### config.mk
export PLATFORM = sky130hd
export DESIGN_NAME = screen_ctrl
export DESIGN_NICKNAME = d
export VERILOG_FILES = /design/src/rtl/screen_ctrl.sv
export SDC_FILE = /design/constraint.sdc
export NUM_CORES = 1
export LEC_CHECK = 0
export BUFFER_PORTS_ARGS = -buffer_cell sky130_fd_sc_hd__buf_2
export CAP_MARGIN = 40
export CORE_MARGIN = 2
export CORE_UTILIZATION = 30
export CTS_CLUSTER_SIZE = 12
export DETAILED_ROUTE_END_ITERATION = 12
export PLACE_DENSITY = 0.57
export SYNTH_ARGS = -nofsm -noshare
export SYNTH_HDL_FRONTEND = slang
export SYNTH_SLANG_ARGS = --single-unit
### constraint.sdc
create_clock -name pclk -period 1.5 [get_ports pclk]
set_input_delay 0 -clock pclk [delete_from_list [all_inputs] [get_ports pclk]]
set_output_delay 0 -clock pclk [all_outputs]
set_load 0.005 [all_outputs]
### src/rtl/screen_ctrl.sv
// -----------------------------------------------------------------------------
// screen_ctrl
//   Game screen sequencer: MENU -> COUNTDOWN -> PLAY (-> HIT_FLASH) -> GAMEOVER.
//   All state and output updates happen once per frame, on the pclk after
//   frame_tick. Between ticks, start_btn and hit are captured into sticky
//   flags so that short pulses anywhere in a frame are never lost.
//
//   Optional feature macro: HIT_FLASH_EN
//     defined   -> a non-fatal hit enters HIT_FLASH (movement frozen, border
//                  blinks) for FLASH_FRAMES frames, then play resumes.
//     undefined -> a non-fatal hit only decrements lives and play continues;
//                  flash_out is tied low.
//
// Ports
//   pclk          in   pixel clock (single domain)
//   rst           in   asynchronous active-high reset
//   vblnk_in      in   vertical blanking from the timing chain
//   start_btn     in   debounced start request (level)
//   hit           in   player/obstacle collision pulse
//   screen_sel    out  0=MENU 1=COUNTDOWN 2=PLAY/HIT_FLASH 3=GAMEOVER
//   play_en       out  high only in PLAY
//   countdown_out out  seconds remaining in COUNTDOWN, else 0
//   lives_out     out  current lives
//   frame_tick    out  one-pclk pulse per frame
//   flash_out     out  arena border colour (0 white, 1 red)
// -----------------------------------------------------------------------------
module screen_ctrl #(
    parameter int FRAMES_PER_SEC = 60,
    parameter int COUNT_SECONDS  = 3,
    parameter int LIVES          = 3,
    parameter int FLASH_FRAMES   = 32
) (
    input  logic       pclk,
    input  logic       rst,
    input  logic       vblnk_in,
    input  logic       start_btn,
    input  logic       hit,
    output logic [1:0] screen_sel,
    output logic       play_en,
    output logic [1:0] countdown_out,
    output logic [1:0] lives_out,
    output logic       frame_tick,
    output logic       flash_out
);

    typedef enum logic [2:0] {
        MENU      = 3'd0,
        COUNTDOWN = 3'd1,
        PLAY      = 3'd2,
        HIT_FLASH = 3'd3,
        GAMEOVER  = 3'd4
    } state_e;

    localparam logic [5:0] FPS_LAST   = 6'(FRAMES_PER_SEC - 1);
    localparam logic [1:0] COUNT_INIT = 2'(COUNT_SECONDS);
    localparam logic [1:0] LIVES_INIT = 2'(LIVES);
`ifdef HIT_FLASH_EN
    localparam logic [5:0] FLASH_LAST = 6'(FLASH_FRAMES - 1);
`endif

    // Frame edge detection and sticky input flags
    logic vblnk_q;
    logic frame_tick_q;
    logic start_flag_q;
    logic hit_flag_q;

    // NOTE: sequential state uses non-blocking assignments so every register
    // samples the pre-edge values of the others.
    always_ff @(posedge pclk or posedge rst) begin
        if (rst) begin
            // History starts high so a blanking interval already in progress
            // at reset release does not produce a spurious tick.
            vblnk_q      <= 1'b1;
            frame_tick_q <= 1'b0;
            start_flag_q <= 1'b0;
            hit_flag_q   <= 1'b0;
        end else begin
            vblnk_q      <= vblnk_in;
            frame_tick_q <= vblnk_in & ~vblnk_q;
            // On the tick cycle the flag is consumed; a request arriving on
            // that same cycle reloads it for the following frame.
            start_flag_q <= frame_tick_q ? start_btn : (start_flag_q | start_btn);
            hit_flag_q   <= frame_tick_q ? hit       : (hit_flag_q   | hit);
        end
    end

    // Frame-rate state
    state_e     state_q,      state_d;
    logic [5:0] cnt_q,        cnt_d;
    logic [1:0] countdown_q,  countdown_d;
    logic [1:0] lives_q,      lives_d;
    logic [1:0] screen_sel_q, screen_sel_d;
    logic       play_en_q,    play_en_d;
`ifdef HIT_FLASH_EN
    logic       flash_q,      flash_d;
`endif

    // NOTE: every always_comb output gets a default first so no path can
    // leave it unassigned and infer a latch.
    always_comb begin
        state_d     = state_q;
        cnt_d       = cnt_q;
        countdown_d = countdown_q;
        lives_d     = lives_q;
`ifdef HIT_FLASH_EN
        flash_d     = 1'b0;
`endif

        case (state_q)
            MENU, GAMEOVER: begin
                // lives_out stays at its current value (0 in GAMEOVER) until restart
                if (start_flag_q) begin
                    state_d     = COUNTDOWN;
                    cnt_d       = '0;
                    countdown_d = COUNT_INIT;
                    lives_d     = LIVES_INIT;
                end
            end
            COUNTDOWN: begin
                if (cnt_q == FPS_LAST) begin
                    cnt_d = '0;
                    if (countdown_q == 2'd1) begin
                        state_d     = PLAY;
                        countdown_d = '0;
                    end else begin
                        countdown_d = countdown_q - 2'd1;
                    end
                end else begin
                    cnt_d = cnt_q + 6'd1;
                end
            end
            PLAY: begin
                // A simultaneous start request is simply not looked at here.
                if (hit_flag_q) begin
                    if (lives_q > 2'd1) begin
                        lives_d = lives_q - 2'd1;
`ifdef HIT_FLASH_EN
                        state_d = HIT_FLASH;
                        cnt_d   = '0;
`endif
                    end else begin
                        lives_d = '0;
                        state_d = GAMEOVER;
                    end
                end
            end
`ifdef HIT_FLASH_EN
            HIT_FLASH: begin
                // Hits during the flash are ignored; border follows counter bit 2.
                if (cnt_q == FLASH_LAST) begin
                    state_d = PLAY;
                    cnt_d   = '0;
                end else begin
                    cnt_d   = cnt_q + 6'd1;
                    flash_d = cnt_d[2];
                end
            end
`endif
            default: begin
                state_d     = MENU;
                cnt_d       = '0;
                countdown_d = '0;
                lives_d     = LIVES_INIT;
            end
        endcase

        // Outputs follow the state being entered so they are valid together.
        case (state_d)
            COUNTDOWN: screen_sel_d = 2'd1;
            PLAY:      screen_sel_d = 2'd2;
`ifdef HIT_FLASH_EN
            HIT_FLASH: screen_sel_d = 2'd2;
`endif
            GAMEOVER:  screen_sel_d = 2'd3;
            default:   screen_sel_d = 2'd0;
        endcase
        play_en_d = (state_d == PLAY);
    end

    always_ff @(posedge pclk or posedge rst) begin
        if (rst) begin
            state_q      <= MENU;
            cnt_q        <= '0;
            countdown_q  <= '0;
            lives_q      <= LIVES_INIT;
            screen_sel_q <= '0;
            play_en_q    <= 1'b0;
`ifdef HIT_FLASH_EN
            flash_q      <= 1'b0;
`endif
        end else if (frame_tick_q) begin
            state_q      <= state_d;
            cnt_q        <= cnt_d;
            countdown_q  <= countdown_d;
            lives_q      <= lives_d;
            screen_sel_q <= screen_sel_d;
            play_en_q    <= play_en_d;
`ifdef HIT_FLASH_EN
            flash_q      <= flash_d;
`endif
        end
    end

    assign screen_sel    = screen_sel_q;
    assign play_en       = play_en_q;
    assign countdown_out = countdown_q;
    assign lives_out     = lives_q;
    assign frame_tick    = frame_tick_q;
`ifdef HIT_FLASH_EN
    assign flash_out     = flash_q;
`else
    assign flash_out     = 1'b0;
`endif

endmodule

==> impl_metrics.yaml <==
synth:
  yosysWarningCount: 0
  synth.distinct_cells: 37
  synthesis.instances: 99
  ys_async_sr_fraction_pct: 100
  synthMostInstantiatedCell: "dfrtp_1"
  yosys.area.top_type: "dfrtp_1"
  synth_area_leaders: "dfrtp_1 42%, dfstp_2 7.8%, o21ai_0 4.9%"
  seq_area_frac_synth_pct: 49.7
  ys_seq_elements: 20
  syn_area_um2: 1010
  synth_edf_count: 0
  synth_common_cells: "17 x dfrtp_1, 10 x o21ai_0, 8 x nor2_1"
  synth.top_cell.area_share_pct: 41.9
  synth_fp_nets: 106
  dominantRegCellSynth: "dfrtp_1"
  syn_avg_cell_area_um2: 10.2
clocking:
  cts_made_buffers: 3
  clk_latency_ns: 0.30
  cts_setup_buffers: 0
  clk_pin_slew_ns: 0.12
  cts_sinks: 20
  root_buffer: "clkbuf_4"
  cts_buffer_depth: 2
  htreeDepth: 1
  cts_tree: "built"
global_routing:
  grt_overflow: 0
  antenna_found_initial: 0
  first_global_vias: 733
  track_usage_pct: 10.5
  grt_pass1_wl_um: 3270
  grt_max_degree: 21
pwr:
  power.leakage_uw: 0.000542
  power_uw: 1580
  ir_drop_mv: 0.266
  power.density_nw_per_um2: 1240
placed_design:
  io_buffers: 12
  pre_cts_slack_ns: -0.0351
  gp_congestion: 0.847
  dpl.hpwl_um: 1440
sta:
  clock_skew_ns: 0.00627
  clock.fmax_mhz: 700
  setup_viol: 0
  rsz0062_at_grt: "yes"
  layout_min_cycle_time_ns: 1.43
  hold_viol_final: 0
  timing.final.max_slew_violations: 0
  finalCritPeriodShare_pct: 95.2
  worst_slack_ns: 0.0716
layout:
  num-nets-final: 131
  syn_to_final_growth_pct: 25.5
  drive_above_1_share_pct: 31.7
  n_antenna_cell: 0
floorplanning:
  start_util_pct: 30.9
  die_w_um: 62.2
  chipHeight_um: 62.2
  die_area_um2: 3860
  rows: 21
  io_pins: 14
  core_um2: 3280
setup_path:
  cp_data_required_time_ns: 1.68
  crit_fanout: 8
  timing.rr.start: "state_q[1]$_DFFE_PP0P_"
  crit_arrival_ns: 1.61
  startpoint_type: "flip-flop"
  worstSetupPathType: "reg -> reg"
  cp-end-kind: "flip-flop"
  crit_start: "state_q[1]$_DFFE_PP0P_"
detailed_routing:
  wl_um: 1960
  vias: 780
  drt-pass1-iter-count: 4
  drt_iter0_markers: 29
  drc_errors: 0
  vias_per_cell: 4.62
  ant_nets: 0
  routedWlPerCell_um: 11.6
worst_hold_path:
  hp-class: "in -> async"
run_status:
  run_status: "finished, final reports clean"
flow_run:
  drv.max_cap_violation_count: 0
==> final timing paths <==
kind,to,slack (ns),depth (start not counted)
worst max-delay path,cnt_q[1]$_DFFE_PP0P_,0.07,4
worst min-delay path,screen_sel[1]$_DFFE_PP0P_,0.24,4
worst max register to register,cnt_q[1]$_DFFE_PP0P_,0.07,4
worst min register to register,frame_tick$_DFF_PP0_,0.49,1
max in group asynchronous,vblnk_q$_DFF_PP1_,0.98,4
min in group pclk,vblnk_q$_DFF_PP1_,0.35,2
==> registers in the layout, indices dropped and copies added (netlist names) <==
register and count:
countdown_out 2, vblnk_q 1, frame_tick 1, play_en 1, screen_sel 2, start_flag_q 1, state_q 3, lives_out 2
cnt_q 6, hit_flag_q 1
==> logic make-up after synthesis <==
| logic type | share of synthesized area [%] |
|---|---|
| DFF | 49.7 |
| adders and majority gates | 2.47 |
| and+or+nand+nor | 17.4 |
| muxes | 2.47 |
| buffers and inverters | 5.43 |
| other | 0.370 |
| xor gates and xnor gates | 3.45 |
| AOI/OAI and AO/OA | 18.7 |
==> layout make-up <==
type,instances,area [um2]
inverters,7,26.3
flip-flops and latches,20,505
clock buffers,4,36.3
multi-input cells,68,488
well taps,46,57.6
fillers,330,2010
repair buffers,24,160
==> cells in the final DEF (no fill, tap or decap), types with 2 or more instances in the layout <==
master         instances
dfrtp_1               16
buf_2                 12
o21ai_0               10
nor2_1                 8
buf_4                  8
inv_1                  6
nand2_1                4
xor2_1                 4
a21oi_1                4
dlygate4sd3_1          4
nand2b_1               3
o31ai_1                3
clkbuf_4               3
dfstp_2                3
o211ai_1               2
and4_1                 2
nor2b_1                2
nand3_1                2
a21o_1                 2
==> layer usage <==
layer / track usage, % / part of all wire [%] / vias to the layer above
met4: 5.00 / 0.92 / 0
met2: 16.7 / 47 / 8
met3: 1.63 / 1.9 / 2
met1: 14.1 / 50 / 373
li1: - / - / 397
met5: 0 / 0 / -
==> repair_timing <==
item | in CTS | in global routing
hold buffers | 4 | 0
cloned | 0 | 0
gates resized for setup | 1 | 9
pin swaps | 0 | 4
endpoints found under the hold margin | 24 | 0
setup endpoints to repair | 2 | 9
==> power breakdown <==
| group | internal (uW) | switching, uW | total [uW] |
|---|---|---|---|
| Clock | 148 | 162 | 310 |
| Combinational | 234 | 238 | 472 |
| Sequential | 677 | 121 | 798 |
==> worst max-delay path, cell delays in order, from the launching register on <==
cell and delay, ns:
dfrtp_2 0.48, mux2_4 0.35, o21ai_4 0.24, nand2b_1 0.16, o21ai_0 0.08
==> through the flow <==
stage / TNS [ns] / instance area [um2] / std cells / util, % / hold WS (ns)
after floorplan: 0 / 1010 / 99 / - / -0.0384
after global placement: -0.0114 / 1160 / 161 / 35.4 / 0.0340
after detailed placement: -0.0405 / 1160 / 161 / 35.4 / 0.0388
after CTS: 0 / 1240 / 169 / 37.9 / 0.249
after global routing: -0.0332 / 1270 / 169 / 38.8 / 0.312
final: 0 / 1270 / 169 / 38.8 / 0.245
Power figures use the tool's default switching activity.
